==> config.mk <==
export PLATFORM = sky130hd
export DESIGN_NAME = imem_arbiter
export DESIGN_NICKNAME = d
export VERILOG_FILES = /design/src/rtl/imem_arbiter.sv
export SDC_FILE = /design/constraint.sdc
export NUM_CORES = 1
export LEC_CHECK = 0
export BUFFER_PORTS_ARGS = -buffer_cell sky130_fd_sc_hd__buf_2
export CAP_MARGIN = 10
export CORE_AREA = 2 2 99 101
export DETAILED_ROUTE_END_ITERATION = 6
export DIE_AREA = 0 0 101 103
export PLACE_DENSITY = 0.55
export SYNTH_ARGS = -nofsm -noshare
export SYNTH_HDL_FRONTEND = slang
export SYNTH_SLANG_ARGS = --single-unit
==> constraint.sdc <==
create_clock -name clk -period 1.45 [get_ports clk]
set_clock_uncertainty 0.15 [all_clocks]
set_input_delay 0.29 -clock clk [delete_from_list [all_inputs] [get_ports clk]]
set_output_delay 0.29 -clock clk [all_outputs]
set_load 0.02 [all_outputs]
==> src/rtl/imem_arbiter.sv <==
// Instruction-memory arbiter: holds the CPU in BOOT while the loader fills memory,
// then shares the port between fetch and loader. Option: IMEM_ARB_ALIGN_CHECK_EN.
module imem_arbiter #(
  parameter int ADDR_W       = 16,
  parameter int DATA_W       = 32,
  parameter int MAX_LD_BURST = 4
) (
  input  logic              clk,
  input  logic              rst_n,
  input  logic              f_req,
  input  logic [31:0]       f_addr,
  output logic              f_gnt,
  output logic              f_rvalid,
  output logic [DATA_W-1:0] f_rdata,
  input  logic              l_req,
  input  logic              l_we,
  input  logic [31:0]       l_addr,
  input  logic [DATA_W-1:0] l_wdata,
  output logic              l_gnt,
  output logic              l_rvalid,
  output logic [DATA_W-1:0] l_rdata,
  input  logic              boot_done,
  output logic              cpu_stall,
  output logic              mem_en,
  output logic              mem_we,
  output logic [ADDR_W-1:0] mem_addr,
  output logic [DATA_W-1:0] mem_wdata,
  input  logic [DATA_W-1:0] mem_rdata
`ifdef IMEM_ARB_ALIGN_CHECK_EN
  ,
  output logic              err
`endif
);

  localparam int CNT_W = $clog2(MAX_LD_BURST + 1);

  typedef enum logic [0:0] {ST_BOOT, ST_RUN} state_e;
  typedef enum logic [1:0] {OWN_NONE, OWN_FETCH, OWN_LOAD} owner_e;

  state_e             state_q, state_d;
  logic [CNT_W-1:0]   burst_cnt_q, burst_cnt_d;
  owner_e             rd_owner_q, rd_owner_d;
  logic               rd_zero_q, rd_zero_d;

  logic [31:0]        sel_addr;
  logic               any_gnt;
  logic               misalign;
  logic               unused_addr_bits;

  // State register
  always_ff @(posedge clk or negedge rst_n) begin
    if (!rst_n) begin
      state_q <= ST_BOOT;
    end else begin
      state_q <= state_d;
    end
  end

  // Next-state logic: RUN is only left through reset
  always_comb begin
    state_d = state_q;
    if (state_q == ST_BOOT && boot_done) begin
      state_d = ST_RUN;
    end
  end

  // Output logic: grants and stall
  always_comb begin
    f_gnt     = 1'b0;
    l_gnt     = 1'b0;
    cpu_stall = (state_q == ST_BOOT);
    if (rst_n) begin
      if (state_q == ST_BOOT) begin
        l_gnt = l_req;
      end else if (f_req && (burst_cnt_q >= CNT_W'(MAX_LD_BURST))) begin
        f_gnt = 1'b1;
      end else if (l_req) begin
        l_gnt = 1'b1;
      end else if (f_req) begin
        f_gnt = 1'b1;
      end
    end
  end

  // Count loader grants that made a waiting fetch lose
  always_comb begin
    burst_cnt_d = burst_cnt_q;
    if (state_q != ST_RUN || !f_req || f_gnt) begin
      burst_cnt_d = '0;
    end else if (l_gnt) begin
      burst_cnt_d = burst_cnt_q + CNT_W'(1);
    end
  end

  assign any_gnt  = f_gnt | l_gnt;
  assign sel_addr = f_gnt ? f_addr : l_addr;

`ifdef IMEM_ARB_ALIGN_CHECK_EN
  assign misalign = any_gnt & (|sel_addr[1:0]);
`else
  assign misalign = 1'b0;
`endif

  assign unused_addr_bits = ^{f_addr[31:ADDR_W+2], f_addr[1:0],
                              l_addr[31:ADDR_W+2], l_addr[1:0]};

  always_comb begin
    mem_en    = any_gnt & ~misalign;
    mem_we    = any_gnt & ~misalign & l_gnt & l_we;
    mem_addr  = any_gnt ? sel_addr[ADDR_W+1:2] : '0;
    mem_wdata = (l_gnt & l_we) ? l_wdata : '0;
  end

  // A misaligned access of either kind still answers its owner, with zero data
  always_comb begin
    rd_owner_d = OWN_NONE;
    if (f_gnt) begin
      rd_owner_d = OWN_FETCH;
    end else if (l_gnt && (!l_we || misalign)) begin
      rd_owner_d = OWN_LOAD;
    end
    rd_zero_d = misalign;
  end

  always_ff @(posedge clk or negedge rst_n) begin
    if (!rst_n) begin
      burst_cnt_q <= '0;
      rd_owner_q  <= OWN_NONE;
      rd_zero_q   <= 1'b0;
    end else begin
      burst_cnt_q <= burst_cnt_d;
      rd_owner_q  <= rd_owner_d;
      rd_zero_q   <= rd_zero_d;
    end
  end

  always_comb begin
    f_rvalid = (rd_owner_q == OWN_FETCH);
    l_rvalid = (rd_owner_q == OWN_LOAD);
    f_rdata  = (f_rvalid && !rd_zero_q) ? mem_rdata : '0;
    l_rdata  = (l_rvalid && !rd_zero_q) ? mem_rdata : '0;
  end

`ifdef IMEM_ARB_ALIGN_CHECK_EN
  assign err = rd_zero_q;
`endif

endmodule

=== Yosys cells after proc, flatten, opt, wreduce, memory -nomap -nowiden ===
Index checks and enable logic that the tools add are counted.

* Register bits: 6
* Input port bits: 134
* Output and inout port bits: 119
* Word-level logic and storage cells: 38

* Reductions and logical operators: 8
* Add/sub/neg operators: 1
* Multiplexer cells: 18
* Magnitude comparators: 1
* Bitwise gates (word level): 5
* Equality and inequality tests: 2

{| class="wikitable"
|+ Operators by type and width
! kind !! number
|-
| 2-to-1 mux 32 bit || 3
|-
| 2-to-1 mux 18 bit || 1
|-
| 2-to-1 mux 16 bit || 1
|-
| 2-to-1 mux 1 bit || 9
|-
| 2-to-1 mux 3 bit || 2
|-
| 2-to-1 mux 2 bit || 2
|-
| adder 3 x 1 -> 3 bit (second input constant) || 1
|-
| AND 1 bit || 3
|-
| greater-or-equal comparator 3 bit (second input constant) || 1
|-
| logical AND 1 bit || 3
|-
| == test 2 x 1 -> 1 bit (second input constant) || 1
|-
| == test 2 bit (second input constant) || 1
|-
| logical NOT 1 bit || 2
|-
| logical OR 1 bit || 2
|-
| nonzero test 2 bit || 1
|-
| NOT 1 bit || 1
|-
| OR 1 bit || 1
|}

=== Longest topological paths before layout ===
Gate-level depths: netlist of run 1.

* Depth after elaboration: 8
* Gate-level depth with buffers: 5
* Gate-level depth less buffers: 4

=== Worst setup path before layout of run 1 ===
No wires, ideal clock.

* Path kind: reg2out
* Start: reg state_q
* End: out mem_addr[10]
* Stages on the path, launching flop included: 5
* Buffers on the path: 1
* Path slack: -0.299 ns
* Arrival: 1.309 ns
* Data required time: 1.010 ns
* Path through: dfrtp_1 nand2_1 clkbuf_1 o21ai_1 a21oi_1

* Cells in the longest elaborated chain, start to end: 4
* Elaborated cells between the ends (all ways): 7
* Classes of those cells: mux: 6; bitwise: 1

{| class="wikitable"
|+ Ends and longest elaborated chain
! item !! RTL line !! RTL
|-
| from (decl) || 40 || <nowiki>state_e state_q, state_d;</nowiki>
|-
| from (signal assigned) || 55 || <nowiki>state_q <= state_d;</nowiki>
|-
| 2-to-1 mux 1 bit || 73 || <nowiki>if (state_q == ST_BOOT) begin</nowiki>
|-
| 2-to-1 mux 1 bit || 72 || <nowiki>if (rst_n) begin</nowiki>
|-
| 2-to-1 mux 18 bit / OR 1 bit (equally long branches) || 96, 95 ||
|-
| 2-to-1 mux 16 bit (*) || 110 || <nowiki>mem_addr = any_gnt ? sel_addr[ADDR_W+1:2] : '0;</nowiki>
|-
| to (decl) || 26 || <nowiki>output logic [ADDR_W-1:0] mem_addr,</nowiki>
|}

Mark *: on every way between the ends. The rest lies on a longest branch, timed or not.

=== Worst setup path after layout of run 1 ===
* Start: reg state_q
* End: out mem_wdata[10]

* Cells in the longest elaborated chain, start to end: 4

{| class="wikitable"
|+ Ends and longest elaborated chain
! item !! RTL line !! RTL
|-
| 2-to-1 mux 1 bit || 73 ||
|-
| 2-to-1 mux 1 bit || 72 ||
|-
| AND 1 bit || 111 || <nowiki>mem_wdata = (l_gnt & l_we) ? l_wdata : '0;</nowiki>
|-
| 2-to-1 mux 32 bit || 111 ||
|-
| to (decl) || 27 || <nowiki>output logic [DATA_W-1:0] mem_wdata,</nowiki>
|}

No other way between the ends.

==> flow_metrics.py, run 1 <==
metrics = {
    "synth": {
        "synth-seq-area-share_pct": 11.55,
        "synth_mux_area_share_pct": 0.8662,
        "synth-edff-count": 0,
        "synth.distinct_cells": 26,
        "synth_top_area_share_pct": 46.20,
        "syn_inst": 193,
        "ys.warnings.count": 0,
        "synth-xor-area-share_pct": 0,
        "yosys.area_share.simple_pct": 61.02,
        "syn_area_sq_um": 1300,
        "synth_compound_area_share_pct": 15.98,
        "synth_ff_type": "dfrtp_1",
        "synthArstFlopShare_pct": 100.0,
        "synth-seq-cells": 6,
        "syn_avg_cell_area_sq_um": 6.736,
        "synth_nets": 328,
        "synth_area_leader_cell": "and2_1",
        "synth-adder-area-share_pct": 0.9625,
        "synth_area_leaders": "and2_1, dfrtp_1, a21oi_1",
        "synth_top_family_by_area": "simple AND/OR/NAND/NOR gates",
    },
    "run_status": {
        "failed_checks": "setup timing",
        "status": "complete, but fails checks",
    },
    "die": {
        "fp.dieH_um": 103,
        "pin_count": 253,
        "dieWidth_um": 101,
        "coreArea_sq_um": 9459,
        "die_area_sq_um": 10400,
        "rows": 36,
        "start_util_pct": 13.74,
    },
    "clocking": {
        "cts_tree": "yes",
        "ctsRootBufferMaster": "clkbuf_8",
        "cts.clk_slew.worst_paths_ns": 0.04,
        "clk_latency_ns": 0.22,
        "htreeDepth": 1,
        "cts.sinks": 6,
        "cts_max_path_buffers": 2,
        "cts_inserted_buffers": 3,
    },
    "critical_path": {
        "rr_worst_depth": 5,
        "startpoint_type": "register",
        "crit_start": "state_q",
        "cp-end-kind": "output port",
        "r2r_start": "burst_cnt_q[2]",
        "setup.worst_path.end": "mem_wdata[10]",
        "critical_path_class": "register to output port",
        "required_ns": 1.01,
        "reg2reg_slack_ns": 0.07,
        "cp_max_fo": 16,
        "cp.arrival_ns": 1.49,
        "rr_endpoint": "burst_cnt_q[0]",
    },
    "place": {
        "io_buffers": 220,
        "gp_congestion": 0.6627,
        "dp_cells": 533,
        "dp_hpwl_um": 5144,
    },
    "final_layout": {
        "fin_util_pct": 42.96,
        "layout-drive-gt1-share_pct": 83.98,
        "final_cells": 551,
        "fillers": 915,
        "syn_to_final_growth_pct": 212.6,
        "final_cell_mix": "buf_2, buf_6, and2_4",
        "n_antenna_cell": 0,
        "final_nets": 574,
    },
    "grt": {
        "grt_max_degree": 34,
        "gr-total-overflow": 0,
        "grt_pass1_vias": 2013,
        "grt_usage_pct": 11.71,
        "antenna_found_initial": 0,
        "grt_pass1_wl_um": 9604,
    },
    "timing": {
        "min_period_ns": 1.934,
        "period_share_pct": 133.4,
        "max_slew_margin_pct": 83.38,
        "maxSlewViolCount": 0,
        "finalHoldViolations": 0,
        "rsz0062_at_grt": "yes",
        "max_freq_mhz": 517.1,
        "setup_viol": 118,
        "worst-slew-pin-transition_ns": 0.2484,
        "layout_setup_ws_ns": -0.4837,
        "finalSetupTns_ns": -42.25,
    },
    "pwr": {
        "power_mw": 1.399,
        "leakagePower_nw": 2.019,
        "powerDensity_nw_per_um2": 344.3,
        "ir_worst_vdd_uv": 191.6,
    },
    "drt": {
        "viasPerCell": 4.221,
        "vias": 2326,
        "wl_um": 7906,
        "drt-pass1-iter-count": 4,
        "drt_iter0_markers": 20,
        "wl_per_cell_um": 14.35,
        "drc_errors": 0,
        "postRouteAntennaNets": 0,
    },
    "run": {
        "cap_violations": 0,
    },
    "worst_hold_path": {
        "hold_class": "input pin to register",
    },
}
==> final cells by class <==
| type | instances | area (sq um) | share of cell area (%) |
|---|---|---|---|
| multi-input combinational | 168 | 1438 | 35.38 |
| clock buffer | 3 | 41.29 | 1.016 |
| timing repair buffer | 258 | 2285 | 56.22 |
| inverter | 2 | 7.507 | 0.1847 |
| tap | 114 | 142.6 | 3.510 |
| sequential | 6 | 150.1 | 3.695 |
==> stage by stage <==
step / setup slack [ns] / hold WS [ns] / area [sq um]
finish: -0.4837 / 0.1012 / 4064
global route: -0.5565 / 0.1120 / 4064
CTS: -0.4553 / 0.1003 / 3572
detailed placement: -0.2389 / 0.08604 / 2840
global placement: -0.2267 / 0.08844 / 2840
floorplan: -0.1522 / -0.1556 / 1490
==> state kept, by name (all words and copies together), names as in the netlist <==
signal and count:
rd_owner_q 2, state_q 1, burst_cnt_q 3
==> worst max-delay path, cell delays in order (launching register included) <==
cell and delay (ns):
dfrtp_1 0.39, and2_4 0.22, a21oi_4 0.20, clkbuf_16 0.20, and2_4 0.14, buf_6 0.11
==> per-layer routing <==
| layer | wire [um] | global-route usage (%) |
|---|---|---|
| met1 | 2848 | 13.00 |
| met2 | 4430 | 22.92 |
| met3 | 552 | 1.153 |
| met4 | 75 | 4.366 |
| met5 | 0 | 0 |
==> kinds of logic after synthesis <==
kind of cell	Yosys count
compound gates	37
simple gates	129
buf+inv	19
fa+ha+maj	1
mux	1
flops	6
==> repair_timing <==
item	in CTS	in global routing
setup endpoints to repair	118	119
cloned	4	3
pin swaps	13	41
hold buffers	2	0
setup buffers	5	5
gates resized for setup	174	127
hold endpoints to repair	6	0
==> power by group <==
group | total [mW] | switching, mW | internal (mW) | leakage (nW)
registers | 0.176 | 0.00311 | 0.173 | 0.0769
clock network | 0.257 | 0.0782 | 0.179 | 0.0216
logic | 0.966 | 0.452 | 0.515 | 1.92
==> cell usage after synthesis, types with 2 or more instances <==
library cell and number:
buf_4 4, buf_6 5, nand2_1 2, a21oi_1 19, dfrtp_1 6, nand3_2 2
nand2b_1 3, o21ai_0 8, nor2b_1 3, and2_1 96, nand3_1 17, o21ai_1 8
clkbuf_1 7
==> worst min-delay path by stage <==
stage                     startpoint              to  slack [ns]  cells after the start
after floorplan                rst_n  burst_cnt_q[0]       -0.16                      0
final                           l_we   rd_owner_q[1]        0.10                      2
after global placement         rst_n  burst_cnt_q[2]        0.09                      2
after CTS                       l_we   rd_owner_q[1]        0.10                      2
after global routing            l_we   rd_owner_q[1]        0.11                      2
after detailed placement       rst_n  burst_cnt_q[2]        0.09                      2
(Power assumes the default switching activity.)
==> inputs of run 2 (changes only) <==
ABC_AREA = 1   (was default)
CORE_AREA = 2 2 98 100   (was 2 2 99 101)
DIE_AREA = 0 0 100 102   (was 0 0 101 103)
PLACE_DENSITY = 0.59   (was 0.55)
==> flow_metrics.py, run 2 <==
metrics = {
    "critical_path": {
        "slowest_delay_ns": 0.43,
        "cp-end-kind": "output port",
        "critical_path_class": "register to output port",
        "required_ns": 1.01,
        "r2r_start": "state_q",
        "cp.arrival_ns": 1.42,
        "slowest_stage": "dfrtp_2",
        "crit_buf_inv": 4,
        "crit_start": "rd_owner_q[0]",
        "cp_max_fo": 7,
        "cp_common_cell": "nor2_4",
        "startpoint_type": "register",
        "crit_family": "buffers and inverters",
        "cp_cell_sequence": "nor2_4, clkinv_4, buf_12, buf_16, nor2_4, buf_6",
    },
    "final_layout": {
        "layout_commonest_cell": "buf_6",
        "reg_top3": "burst_cnt_q (3), rd_owner_q (2), state_q (1)",
        "final_cell_mix": "buf_6, nor2_4, buf_2",
        "fillers": 816,
        "syn_to_final_growth_pct": 216.7,
        "final_area_sq_um": 4910,
        "final_nets": 710,
        "n_antenna_cell": 0,
        "top_register": "burst_cnt_q",
        "layout-drive-gt1-share_pct": 71.73,
        "largest_reg_flops": 3,
        "fin_util_pct": 53.90,
        "final_cells": 684,
    },
    "synth": {
        "synth_nets": 463,
        "synth_ff_type": "dfrtp_1",
        "synth.distinct_cells": 20,
        "synthArstFlopShare_pct": 100.0,
        "ys.warnings.count": 0,
        "synth-edff-count": 0,
        "synth-adder-area-share_pct": 0.8071,
        "synth_mux_area_share_pct": 0,
        "synth_area_leader_cell": "inv_1",
        "synth-xor-area-share_pct": 0.5650,
        "yosys.cell_count.top_type": "inv_1",
        "synth_top_family_by_area": "simple AND/OR/NAND/NOR gates",
        "syn_inst": 328,
        "synth-seq-area-share_pct": 9.685,
        "synthTopCellsByCount": "inv_1, nor2_1, nand2_1, nand4_1, nor2_2",
        "synth-seq-cells": 6,
        "synth_compound_area_share_pct": 0.3228,
        "syn_avg_cell_area_sq_um": 4.726,
        "syn_area_sq_um": 1550,
        "synth_top_area_share_pct": 28.81,
        "yosys.area_share.simple_pct": 52.38,
        "synth_area_leaders": "inv_1, nor2_1, dfrtp_1",
    },
    "drt": {
        "wl_um": 8394,
        "wl_per_cell_um": 12.27,
        "vias": 2773,
        "drt-pass1-iter-count": 4,
        "drc_errors": 0,
        "postRouteAntennaNets": 0,
        "drt_iter0_markers": 19,
        "viasPerCell": 4.054,
    },
    "clocking": {
        "cts_max_path_buffers": 2,
        "ctsRootBufferMaster": "clkbuf_8",
        "cts.sinks": 6,
        "cts_tree": "yes",
        "cts.clk_slew.worst_paths_ns": 0.04,
        "clk_latency_ns": 0.22,
        "htreeDepth": 1,
        "cts_inserted_buffers": 3,
    },
    "timing": {
        "hold_slack_ns": 0.1064,
        "finalHoldViolations": 0,
        "max_freq_mhz": 537.4,
        "worst-slew-pin-transition_ns": 0.3132,
        "max_slew_margin_pct": 79.05,
        "min_period_ns": 1.861,
        "setup_viol": 118,
        "maxSlewViolCount": 0,
        "layout_setup_ws_ns": -0.4109,
        "rsz0062_at_grt": "yes",
        "finalSetupTns_ns": -37.48,
        "period_share_pct": 128.3,
    },
    "worst_hold_path": {
        "min_from": "boot_done",
        "hold_class": "input pin to register",
    },
    "pwr": {
        "ir_worst_vdd_uv": 222.9,
        "powerDensity_nw_per_um2": 324.4,
        "leakagePower_nw": 2.621,
        "power_mw": 1.593,
    },
    "grt": {
        "grt_pass1_wl_um": 12680,
        "antenna_found_initial": 0,
        "grt_max_degree": 18,
        "grt_usage_pct": 15.10,
        "grt_pass1_vias": 2721,
        "gr-total-overflow": 0,
    },
    "place": {
        "gp_congestion": 0.6943,
        "place_area_sq_um": 3491,
        "preCtsSetupSlack_ns": -0.2120,
        "dp_hpwl_um": 5567,
        "io_buffers": 220,
        "dp_cells": 666,
    },
    "die": {
        "die_area_sq_um": 10200,
        "pin_count": 253,
        "fp.dieH_um": 102,
        "coreArea_sq_um": 9109,
        "dieWidth_um": 100,
        "rows": 35,
        "start_util_pct": 17.02,
    },
    "run": {
        "cap_violations": 0,
    },
    "run_status": {
        "status": "complete, but fails checks",
        "failed_checks": "setup timing",
    },
}
run 2: cell type report:
cell class	instances	area, sq um	area share [%]
Timing Repair Buffer	257	2396	48.80
Multi-Input combinational cell	184	1698	34.58
Inverter	123	484.2	9.862
Sequential cell	6	151.4	3.084
Tap cell	111	138.9	2.829
Clock buffer	3	41.29	0.8410
run 2: worst paths after layout:
check / end / slack (ns) / cells past startpoint
worst max-delay path: l_rdata[17] / -0.41 / 6
worst min-delay path: state_q / 0.11 / 2
worst max register to register: rd_owner_q[0] / 0.07 / 7
worst min register to register: burst_cnt_q[1] / 0.36 / 2
max in group asynchronous: rd_owner_q[0] / 0.37 / 3
min in group asynchronous: burst_cnt_q[2] / 0.52 / 3
run 2: cell families after synthesis:
| group | count (synthesis) |
|---|---|
| fa+ha+maj | 1 |
| compound gates | 1 |
| xor+xnor | 1 |
| buf+inv | 138 |
| simple gates | 181 |
| flops | 6 |
run 2: layer usage:
metal / wire [um] / global-route usage (%) / vias to the layer above
met4: 107 / 3.793 / 0
met1: 2802 / 15.52 / 1241
met3: 599 / 3.010 / 10
met5: 0 / 0 / -
li1: - / - / 1395
met2: 4884 / 30.98 / 127
run 2: power by group:
group / internal, mW / total [mW] / switching, mW
combinational: 0.528 / 1.17 / 0.642
clock: 0.178 / 0.246 / 0.0677
sequential: 0.173 / 0.177 / 0.00399
run 2: timing repair:
item                       in CTS  in global routing
setup buffers                  11                  5
setup endpoints to repair     118                120
hold buffers                    1                  0
resized for setup             321                 49
pin swaps                       3                 13
gates cloned                    7                  1
hold endpoints to repair        6                  0
